`src/rtl/write_port_packer_if.sv`:
```
`default_nettype none
// ---------------------------------------------------------------------------
// write_port_packer_if -- request, stall and packed write-port bundle. Rev 1.0
// ---------------------------------------------------------------------------
interface write_port_packer_if #(
  parameter int DATA_WIDTH      = 8,
  parameter int ADDR_WIDTH      = 4,
  parameter int NUM_WRITE_PORTS = 4,
  parameter int FIFO_DEPTH      = 8
);
  localparam int COUNT_WIDTH = $clog2(FIFO_DEPTH) + 1;

  logic                                  in_valid;
  logic                                  in_ready;
  logic [ADDR_WIDTH-1:0]                 in_addr;
  logic [DATA_WIDTH-1:0]                 in_data;
  logic                                  mem_hold;
  logic [NUM_WRITE_PORTS-1:0]            we;
  logic [NUM_WRITE_PORTS*ADDR_WIDTH-1:0] waddr;
  logic [NUM_WRITE_PORTS*DATA_WIDTH-1:0] wdata;
  logic [COUNT_WIDTH-1:0]                count;

  modport master (
    output in_valid, in_addr, in_data, mem_hold,
    input  in_ready, we, waddr, wdata, count
  );

  modport slave (
    input  in_valid, in_addr, in_data, mem_hold,
    output in_ready, we, waddr, wdata, count
  );
endinterface
`default_nettype wire

```
`src/rtl/write_port_packer.sv`:
```
`default_nettype none
// ---------------------------------------------------------------------------
// write_port_packer -- buffers write requests and issues up to NUM_WRITE_PORTS
// address-distinct writes per cycle in arrival order. Rev 1.0
// ---------------------------------------------------------------------------
module write_port_packer #(
  parameter int DATA_WIDTH      = 8,
  parameter int ADDR_WIDTH      = 4,
  parameter int NUM_WRITE_PORTS = 4,
  parameter int FIFO_DEPTH      = 8
) (
  input  logic                clk,
  input  logic                rst,
  write_port_packer_if.slave  bus
);
  localparam int PTR_WIDTH   = $clog2(FIFO_DEPTH);
  localparam int COUNT_WIDTH = PTR_WIDTH + 1;
  localparam int K_WIDTH     = $clog2(NUM_WRITE_PORTS + 1);

  logic [ADDR_WIDTH-1:0]                 addr_mem [FIFO_DEPTH];
  logic [DATA_WIDTH-1:0]                 data_mem [FIFO_DEPTH];
  logic [PTR_WIDTH-1:0]                  head;
  logic [PTR_WIDTH-1:0]                  tail;
  logic [COUNT_WIDTH-1:0]                count;
  logic                                  live;
  logic [NUM_WRITE_PORTS-1:0]            we;
  logic [NUM_WRITE_PORTS*ADDR_WIDTH-1:0] waddr;
  logic [NUM_WRITE_PORTS*DATA_WIDTH-1:0] wdata;
  logic [ADDR_WIDTH-1:0]                 peek_addr [NUM_WRITE_PORTS];
  logic [DATA_WIDTH-1:0]                 peek_data [NUM_WRITE_PORTS];
  logic [K_WIDTH-1:0]                    k;
  logic                                  stop;
  logic                                  in_ready;
  logic                                  push;

  // The oldest NUM_WRITE_PORTS entries; pointer arithmetic wraps naturally.
  generate
    for (genvar i = 0; i < NUM_WRITE_PORTS; i++) begin : g_peek
      assign peek_addr[i] = addr_mem[head + PTR_WIDTH'(i)];
      assign peek_data[i] = data_mem[head + PTR_WIDTH'(i)];
    end
  endgenerate

  // live keeps in_ready low throughout reset and for the cycle after release.
  assign in_ready = live && (count < COUNT_WIDTH'(FIFO_DEPTH));
  assign push     = bus.in_valid && in_ready;

  // Drain stops at the first empty slot or the first repeated address.
  always_comb begin
    k    = '0;
    stop = bus.mem_hold;
    for (int i = 0; i < NUM_WRITE_PORTS; i++) begin
      if (!stop) begin
        if (COUNT_WIDTH'(i) >= count) stop = 1'b1;
        for (int j = 0; j < NUM_WRITE_PORTS; j++) begin
          if (j < i && peek_addr[j] == peek_addr[i]) stop = 1'b1;
        end
        if (!stop) k = K_WIDTH'(i + 1);
      end
    end
  end

  always_ff @(posedge clk) begin
    if (push) begin
      addr_mem[tail] <= bus.in_addr;
      data_mem[tail] <= bus.in_data;
    end
  end

  always_ff @(posedge clk or posedge rst) begin
    if (rst) begin
      head  <= '0;
      tail  <= '0;
      count <= '0;
      live  <= 1'b0;
      we    <= '0;
      waddr <= '0;
      wdata <= '0;
    end else begin
      live  <= 1'b1;
      if (push) tail <= tail + PTR_WIDTH'(1);
      head  <= head + PTR_WIDTH'(k);
      count <= count + COUNT_WIDTH'(push) - COUNT_WIDTH'(k);
      for (int i = 0; i < NUM_WRITE_PORTS; i++) begin
        we[i]                              <= (K_WIDTH'(i) < k);
        waddr[i*ADDR_WIDTH +: ADDR_WIDTH]  <= (K_WIDTH'(i) < k) ? peek_addr[i] : '0;
        wdata[i*DATA_WIDTH +: DATA_WIDTH]  <= (K_WIDTH'(i) < k) ? peek_data[i] : '0;
      end
    end
  end

  assign bus.in_ready = in_ready;
  assign bus.we       = we;
  assign bus.waddr    = waddr;
  assign bus.wdata    = wdata;
  assign bus.count    = count;
endmodule
`default_nettype wire

```
`src/flat_wrapper.sv`:
```
// flat-port wrapper written by rule: the top's interface ports become plain ports
module write_port_packer_flat 
#(
  parameter int DATA_WIDTH      = 8,
  parameter int ADDR_WIDTH      = 4,
  parameter int NUM_WRITE_PORTS = 4,
  parameter int FIFO_DEPTH      = 8
)
  (clk, rst, bus_in_valid, bus_in_addr, bus_in_data, bus_mem_hold, bus_in_ready, bus_we, bus_waddr, bus_wdata, bus_count);
  write_port_packer_if #(.DATA_WIDTH(DATA_WIDTH), .ADDR_WIDTH(ADDR_WIDTH), .NUM_WRITE_PORTS(NUM_WRITE_PORTS), .FIFO_DEPTH(FIFO_DEPTH)) bus_i ();
  input  logic clk;
  input  logic rst;
  input wire logic [$bits(bus_i.in_valid)-1:0] bus_in_valid;
  input wire logic [$bits(bus_i.in_addr)-1:0] bus_in_addr;
  input wire logic [$bits(bus_i.in_data)-1:0] bus_in_data;
  input wire logic [$bits(bus_i.mem_hold)-1:0] bus_mem_hold;
  output wire logic [$bits(bus_i.in_ready)-1:0] bus_in_ready;
  output wire logic [$bits(bus_i.we)-1:0] bus_we;
  output wire logic [$bits(bus_i.waddr)-1:0] bus_waddr;
  output wire logic [$bits(bus_i.wdata)-1:0] bus_wdata;
  output wire logic [$bits(bus_i.count)-1:0] bus_count;
  assign bus_i.in_valid = bus_in_valid;
  assign bus_i.in_addr = bus_in_addr;
  assign bus_i.in_data = bus_in_data;
  assign bus_i.mem_hold = bus_mem_hold;
  assign bus_in_ready = bus_i.in_ready;
  assign bus_we = bus_i.we;
  assign bus_waddr = bus_i.waddr;
  assign bus_wdata = bus_i.wdata;
  assign bus_count = bus_i.count;
  write_port_packer #(.DATA_WIDTH(DATA_WIDTH), .ADDR_WIDTH(ADDR_WIDTH), .NUM_WRITE_PORTS(NUM_WRITE_PORTS), .FIFO_DEPTH(FIFO_DEPTH)) u_core (.clk(clk), .rst(rst), .bus(bus_i));
endmodule
```
`config.mk`:
```
export PLATFORM = sky130hd
export DESIGN_NAME = write_port_packer_flat
export DESIGN_NICKNAME = d
export VERILOG_FILES = /design/src/rtl/write_port_packer_if.sv /design/src/rtl/write_port_packer.sv /design/src/flat_wrapper.sv
export SDC_FILE = /design/constraint.sdc
export NUM_CORES = 1
export LEC_CHECK = 0
export BUFFER_PORTS_ARGS = -buffer_cell sky130_fd_sc_hd__buf_2
export CAP_MARGIN = 20
export CORE_MARGIN = 2
export CORE_UTILIZATION = 45
export DETAILED_ROUTE_END_ITERATION = 12
export HOLD_SLACK_MARGIN = 0.15
export PLACE_DENSITY = 0.63
export RECOVER_POWER = 100
export REMOVE_ABC_BUFFERS = 1
export SLEW_MARGIN = 15
export SYNTH_ARGS = -nofsm -noshare
export SYNTH_HDL_FRONTEND = slang
export SYNTH_SLANG_ARGS = --single-unit
export TNS_END_PERCENT = 1
```
`constraint.sdc`:
```
create_clock -name clk -period 11.9 [get_ports clk]
set_clock_uncertainty 0.1 [all_clocks]
set_input_delay 1.19 -clock clk [delete_from_list [all_inputs] [get_ports clk]]
set_output_delay 1.19 -clock clk [all_outputs]
set_load 0.02 [all_outputs]
```
# [Yosys cells after proc, flatten, opt, wreduce, memory -nomap -nowiden]
# Memories as Yosys holds them, arrays and structs flattened.
# Index checks and enable logic that the tools add are counted.
[word_totals] regBits=63 ramBits=96 input_bits=16 word_cells=68 memories=2
[classes] add_sub_neg=7 n_lt_le_gt_ge=9 eq_ne=6 mux=35 reduce_logical=2
[mem_list] name="u_core.data_mem" words=8 width=8 read_ports=4 rd_ports_with_merged_regs=0 wr=1 line="write_port_packer.sv:21" rtl="logic [DATA_WIDTH-1:0] data_mem [FIFO_DEPTH];"
[mem_list] name="u_core.addr_mem" words=8 width=4 read_ports=4 rd_ports_with_merged_regs=0 wr=1 line="write_port_packer.sv:20" rtl="logic [ADDR_WIDTH-1:0] addr_mem [FIFO_DEPTH];"
[op_table] op="2-to-1 mux 8 bit" n=4
[op_table] op="equality test 4 bit" n=6
[op_table] op="2-to-1 mux 1 bit" n=21
[op_table] op="2-to-1 mux 3 bit" n=6
[op_table] op="2-to-1 mux 4 bit" n=4
[op_table] op="greater-or-equal comparator 1 x 4 -> 1 bit (first input constant)" n=2
[op_table] op="greater-or-equal comparator 2 x 4 -> 1 bit (first input constant)" n=2
[op_table] op="adder 3 x 1 -> 3 bit (second input constant)" n=2
[op_table] op="adder 3 x 2 -> 3 bit (second input constant)" n=2
[op_table] op="less-than comparator 1 x 3 -> 1 bit (first input constant)" n=2
[op_table] op="less-than comparator 2 x 3 -> 1 bit (first input constant)" n=2
[op_table] op="adder 4 x 1 -> 4 bit" n=1
[op_table] op="less-than comparator 4 bit (second input constant)" n=1
[op_table] op="subtractor 4 x 3 -> 4 bit" n=1
[op_table] op="adder 3 bit" n=1
[op_table] op="logical AND 1 bit" n=2

# [Longest topological paths before layout]
[logic_depth] depth_word=13 ltp_mapped=20 ltp_nobuf=15

# [Least setup slack after synthesis]
# Ideal clock, no wire load.
[synth_timing] kind="reg-to-reg" startpoint="register u_core.head[0]" endpoint="register u_core.count[3], in the netlist u_core.bus.count[3]" arrival_time_ps=4653 t_required_ps=11676 setup_slack_ps=7023 path_stages_with_launch=20 path_buffers=8 cell_sequence="dfrtp_1 buf_6 buf_6 buf_6 clkinv_1 clkbuf_1 ha_1 clkbuf_1 clkbuf_1 nand3_1 o211ai_1 xor2_1 o41ai_1 or4_1 buf_2 buf_6 ha_1 ha_1 a21oi_1 xnor2_1"
[synth_via] elab_chain_cells=12 elab_cells_between_ends=28 classes_between="add/sub (4); eq/ne (6); mux (17); memory (1)"
[synth_lines] element="start: declaration" line="write_port_packer.sv:22" rtl="logic [PTR_WIDTH-1:0] head;"
[synth_lines] element="start signal: assignment" line="write_port_packer.sv:82" rtl="head <= head + PTR_WIDTH'(k);"
[synth_lines] element="adder 3 x 1 -> 3 bit" line="write_port_packer.sv:39" rtl="assign peek_addr[i] = addr_mem[head + PTR_WIDTH'(i)];"
[synth_lines] element="memory (8 x 4 bit) (*)"
[synth_lines] element="equality test 4 bit" line="write_port_packer.sv:56" rtl="if (j < i && peek_addr[j] == peek_addr[i]) stop = 1'b1;"
[synth_lines] element="2-to-1 mux 1 bit" line="write_port_packer.sv:56"
[synth_lines] element="2-to-1 mux 1 bit" line="write_port_packer.sv:53" rtl="if (!stop) begin"
[synth_lines] element="2-to-1 mux 3 bit" line="write_port_packer.sv:58" rtl="if (!stop) k = K_WIDTH'(i + 1);"
[synth_lines] element="2-to-1 mux 3 bit" line="write_port_packer.sv:53"
[synth_lines] element="2-to-1 mux 3 bit" line="write_port_packer.sv:58"
[synth_lines] element="2-to-1 mux 3 bit" line="write_port_packer.sv:53"
[synth_lines] element="2-to-1 mux 3 bit" line="write_port_packer.sv:58"
[synth_lines] element="2-to-1 mux 3 bit (*)" line="write_port_packer.sv:53"
[synth_lines] element="subtractor 4 x 3 -> 4 bit (*)" line="write_port_packer.sv:83" rtl="count <= count + COUNT_WIDTH'(push) - COUNT_WIDTH'(k);"
[synth_lines] element="end signal: assignment" line="write_port_packer.sv:83"
[synth_lines] element="end: declaration" line="write_port_packer.sv:24" rtl="logic [COUNT_WIDTH-1:0] count;"
# Mark *: on every way between the ends. The rest lies on a longest branch, timed or not. The select of a mux whose other input is x is not followed.
# A chain may end at the register's enable or synchronous reset.

# [Worst setup path after layout]
# Ends and elaborated chain as after synthesis.

==> out/results.txt <==
Status - finished, violations left
Violated checks - capacitance limit, slew limit
DR WL/cell - 21.4 um
Post-synth EDFFs - 96
Sequential Area - 4460 um2
Pin count of the biggest net entering global routing - 64
Worst VDD drop - 0.226 mV
Nets - 627
FF+latch count, synth - 159
Pleak - 0.00352 uW
Share of layout cells above drive strength 1 - 0.201
Die area - 19400 um2
CTS tree - done
R2r setup slk - 4.20 ns
Aggregate negative setup slack - 0 ns
Syn_area_per_cell - 15.6 um2
Reg clk slew, reported paths - 0.06 ns
FILL cells - 1484
Post-Synthesis Cells - 528
Vias post-DR - 4843
Max Used Layer - met4
FF-to-FF path depth - 11
Pre-antenna DRT Iters - 5
Drc violations - 0
Compound-Gate Fraction of Synth Area - 0.0247
Primary FF master, synth - edfxtp_1
Critical path startpoint category - flop
Placer Congestion - 0.843
Max Cap Viol - 7
Met2 WL - 9.05 mm
Worst path cell trace - clkbuf_1, mux4_2, mux2i_1, xor2_1, o41ai_1, a211o_1, or4_1, ha_1, ha_1, a21oi_1, xnor2_1
Yosys cell types - 38
Worst Hold Class - reg -> reg
Top cells by count, synth - edfxtp_1, mux4_2, dfrtp_1, mux2i_1, nor2_1
H-tree depth - 4
Post-DR vias/cell - 5.75
Final hold vios - 0
Synth area leaders - edfxtp_1, mux4_2, dfrtp_1
Slew @ Worst Pin - 3.52 ns
Worst endpoint required time - 12.14 ns
Top cell by count, worst path - ha_1
Metal3 WL - 947 um
Routed metal-1 wirelength - 7.47 mm
Initial antenna violation count - 0
Worst setup startpoint - u_core.head[0]$_DFF_PP0_
Post-synthesis sequential area ratio - 0.543
HP Start - u_core.tail[0]$_DFFE_PP0P_
Critical path's largest stage delay - 1.98 ns
CTS Buf Count - 17
Most frequent cell after synthesis - edfxtp_1
CP max stage cell - clkbuf_1
Pins Over Slew Limit - 186
Total power - 2930 uW
# rows - 49
GRT Overall Usage - 0.192
Adder-cell area share of the yosys netlist - 0.0201
Final WL - 18.1 mm
Largest family of logic cells by synthesized area - multiplexers
Rel. slew slack - -1.35
I/O pins - 73
Setup violators final - 0
First-pass GRT wire length - 28.0 mm
Synth Cell Area - 8220 um2
Clock sink total - 159
Vias in the first global route - 4951
Post-synth top area share - 0.351
Critical Path AT - 7.94 ns
Port buffer count - 72
CP max FO - 37
Post-CTS Repair Setup Buffers - 0
Min cycle time layout - 7.70 ns
Final worst-path cycle share - 0.647
Area share of xor/xnor cells in the synthesized design - 0.0446
Die height - 139 um
RSZ-0062 raised after global routing - no
1st-iter DRT viols - 343
Initial Util - 0.457
Mux contribution to synthesized area - 0.294
Synth Area in Simple Gates - 0.0483
Total gr overflow - 0
Hpwl dp - 11.7 mm
Power per Cell Area - 316 nW/um2
Largest area contributor in the netlist - edfxtp_1
Footprint of the multi-input gates - 3570 um2
Synth warn - 0
Hold-critical path depth - 1
Post-route ant nets - 0
Ys async rst share - 0.396
Post-cts repair resize count - 0
Final hold slack - 0.415 ns
Later-pin clock latency in the skew report - 0.42 ns
Hold Buf Count CTS - 0
Worst r2r src - u_core.head[0]$_DFF_PP0_
Clk Tree Root Cell - clkbuf_16
Util after Layout - 0.517
Crit. End Element - flop
Worst-case clock buffer depth - 2
DIE WIDTH - 139 um
Setup CP Type - reg -> reg
Total core area - 18000 um2
FMAX - 130 MHz
Layout area overhead - 13.0%
registers in the layout, summed over array words and instances (netlist names), 3 cells and up:
register	cells
u_core.tail	3
u_core.head	3
u_core.bus.waddr	16
u_core.bus.count	4
u_core.bus.we	4
u_core.addr_mem	32
u_core.data_mem	64
u_core.bus.wdata	32
path summary, 6_finish.rpt:
check,endpoint
max in group asynchronous,u_core.head[1]$_DFF_PP0_
worst max-delay path,u_core.bus.count[3]$_DFF_PP0_
worst min-delay path,u_core.tail[0]$_DFFE_PP0P_
min in group asynchronous,u_core.bus.we[0]$_DFF_PP0_
worst max register to register,u_core.bus.count[3]$_DFF_PP0_
worst min register to register,u_core.tail[0]$_DFFE_PP0P_
layout by cell type, fill, tap and decap left out, drive strengths merged:
master | synthesis | final
o211ai | 4 | 4
o21ai | 3 | 3
xnor2 | 13 | 13
a21oi | 11 | 11
nand2b | 3 | 3
mux2i | 66 | 66
clkbuf | 13 | 97
mux2 | 5 | 5
buf | 20 | 9
or4 | 1 | 1
nor2b | 1 | 1
mux4 | 74 | 74
nor3 | 4 | 4
a21o | 3 | 3
nor4 | 2 | 2
clkinvlp | 0 | 1
nand3 | 8 | 8
nand2 | 16 | 16
o31ai | 1 | 1
a211o | 1 | 1
ha | 10 | 10
inv | 9 | 11
and2 | 1 | 1
bufinv | 0 | 2
xor2 | 28 | 28
clkinv | 2 | 8
conb | 1 | 1
diode | 0 | 1
fa | 2 | 2
dfrtp | 63 | 63
o41ai | 3 | 3
a211oi | 4 | 4
edfxtp | 96 | 96
nor2 | 60 | 60
logic make-up (layout without fill, tap and decap cells):
family          after synthesis  in the layout
flops                       159            159
xor+xnor                     41             41
other cells                   1              2
fa+ha+maj                    12             12
simple gates                 96             96
mux                         145            145
buf+inv                      44            128
compound gates               30             30
worst max-delay path, delay by kind of cell (launching register included):
kind / cells / cell delay (ns)
adders and majority gates: 2 / 0.69
AOI/OAI and AO/OA: 3 / 1.27
muxes: 2 / 1.06
DFF: 1 / 1.48
buffers and inverters: 1 / 1.98
and+or+nand+nor: 1 / 0.70
xor gates and xnor gates: 2 / 0.27
cell type report:
type                            count  share of cell area
Sequential cell                   159               0.481
Multi-Input combinational cell    325               0.385
Timing Repair Buffer               85              0.0372
Antenna cell                        1            0.000270
Clock buffer                       21              0.0496
Inverter                           11             0.00445
Tap cell                          229              0.0309
Clock inverter                     11              0.0121
stage by stage:
step / setup WS (ns) / area (um2) / instances
2_1_floorplan: 2.60 / 8050 / 495
3_3_place_gp: 6.19 / 8850 / 809
3_5_place_dp: 5.93 / 8850 / 809
4_1_cts: 5.91 / 9430 / 841
5_1_grt: 3.53 / 9280 / 841
6_report: 4.20 / 9280 / 842
where the power goes:
part / leakage, uW / internal (uW) / switching, uW / total, uW
Clock: 0.000282 / 318 / 209 / 527
Sequential: 0.00168 / 694 / 69.2 / 763
Combinational: 0.00156 / 708 / 933 / 1640
Total: 0.00352 / 1720 / 1210 / 2930
per-layer routing:
layer | GRT usage | up-vias
li1 | - | 2169
met1 | 0.243 | 2454
met2 | 0.323 | 171
met3 | 0.0345 | 49
met4 | 0.0888 | 0
met5 | 0 | -
Power figures use the tool's default switching activity.
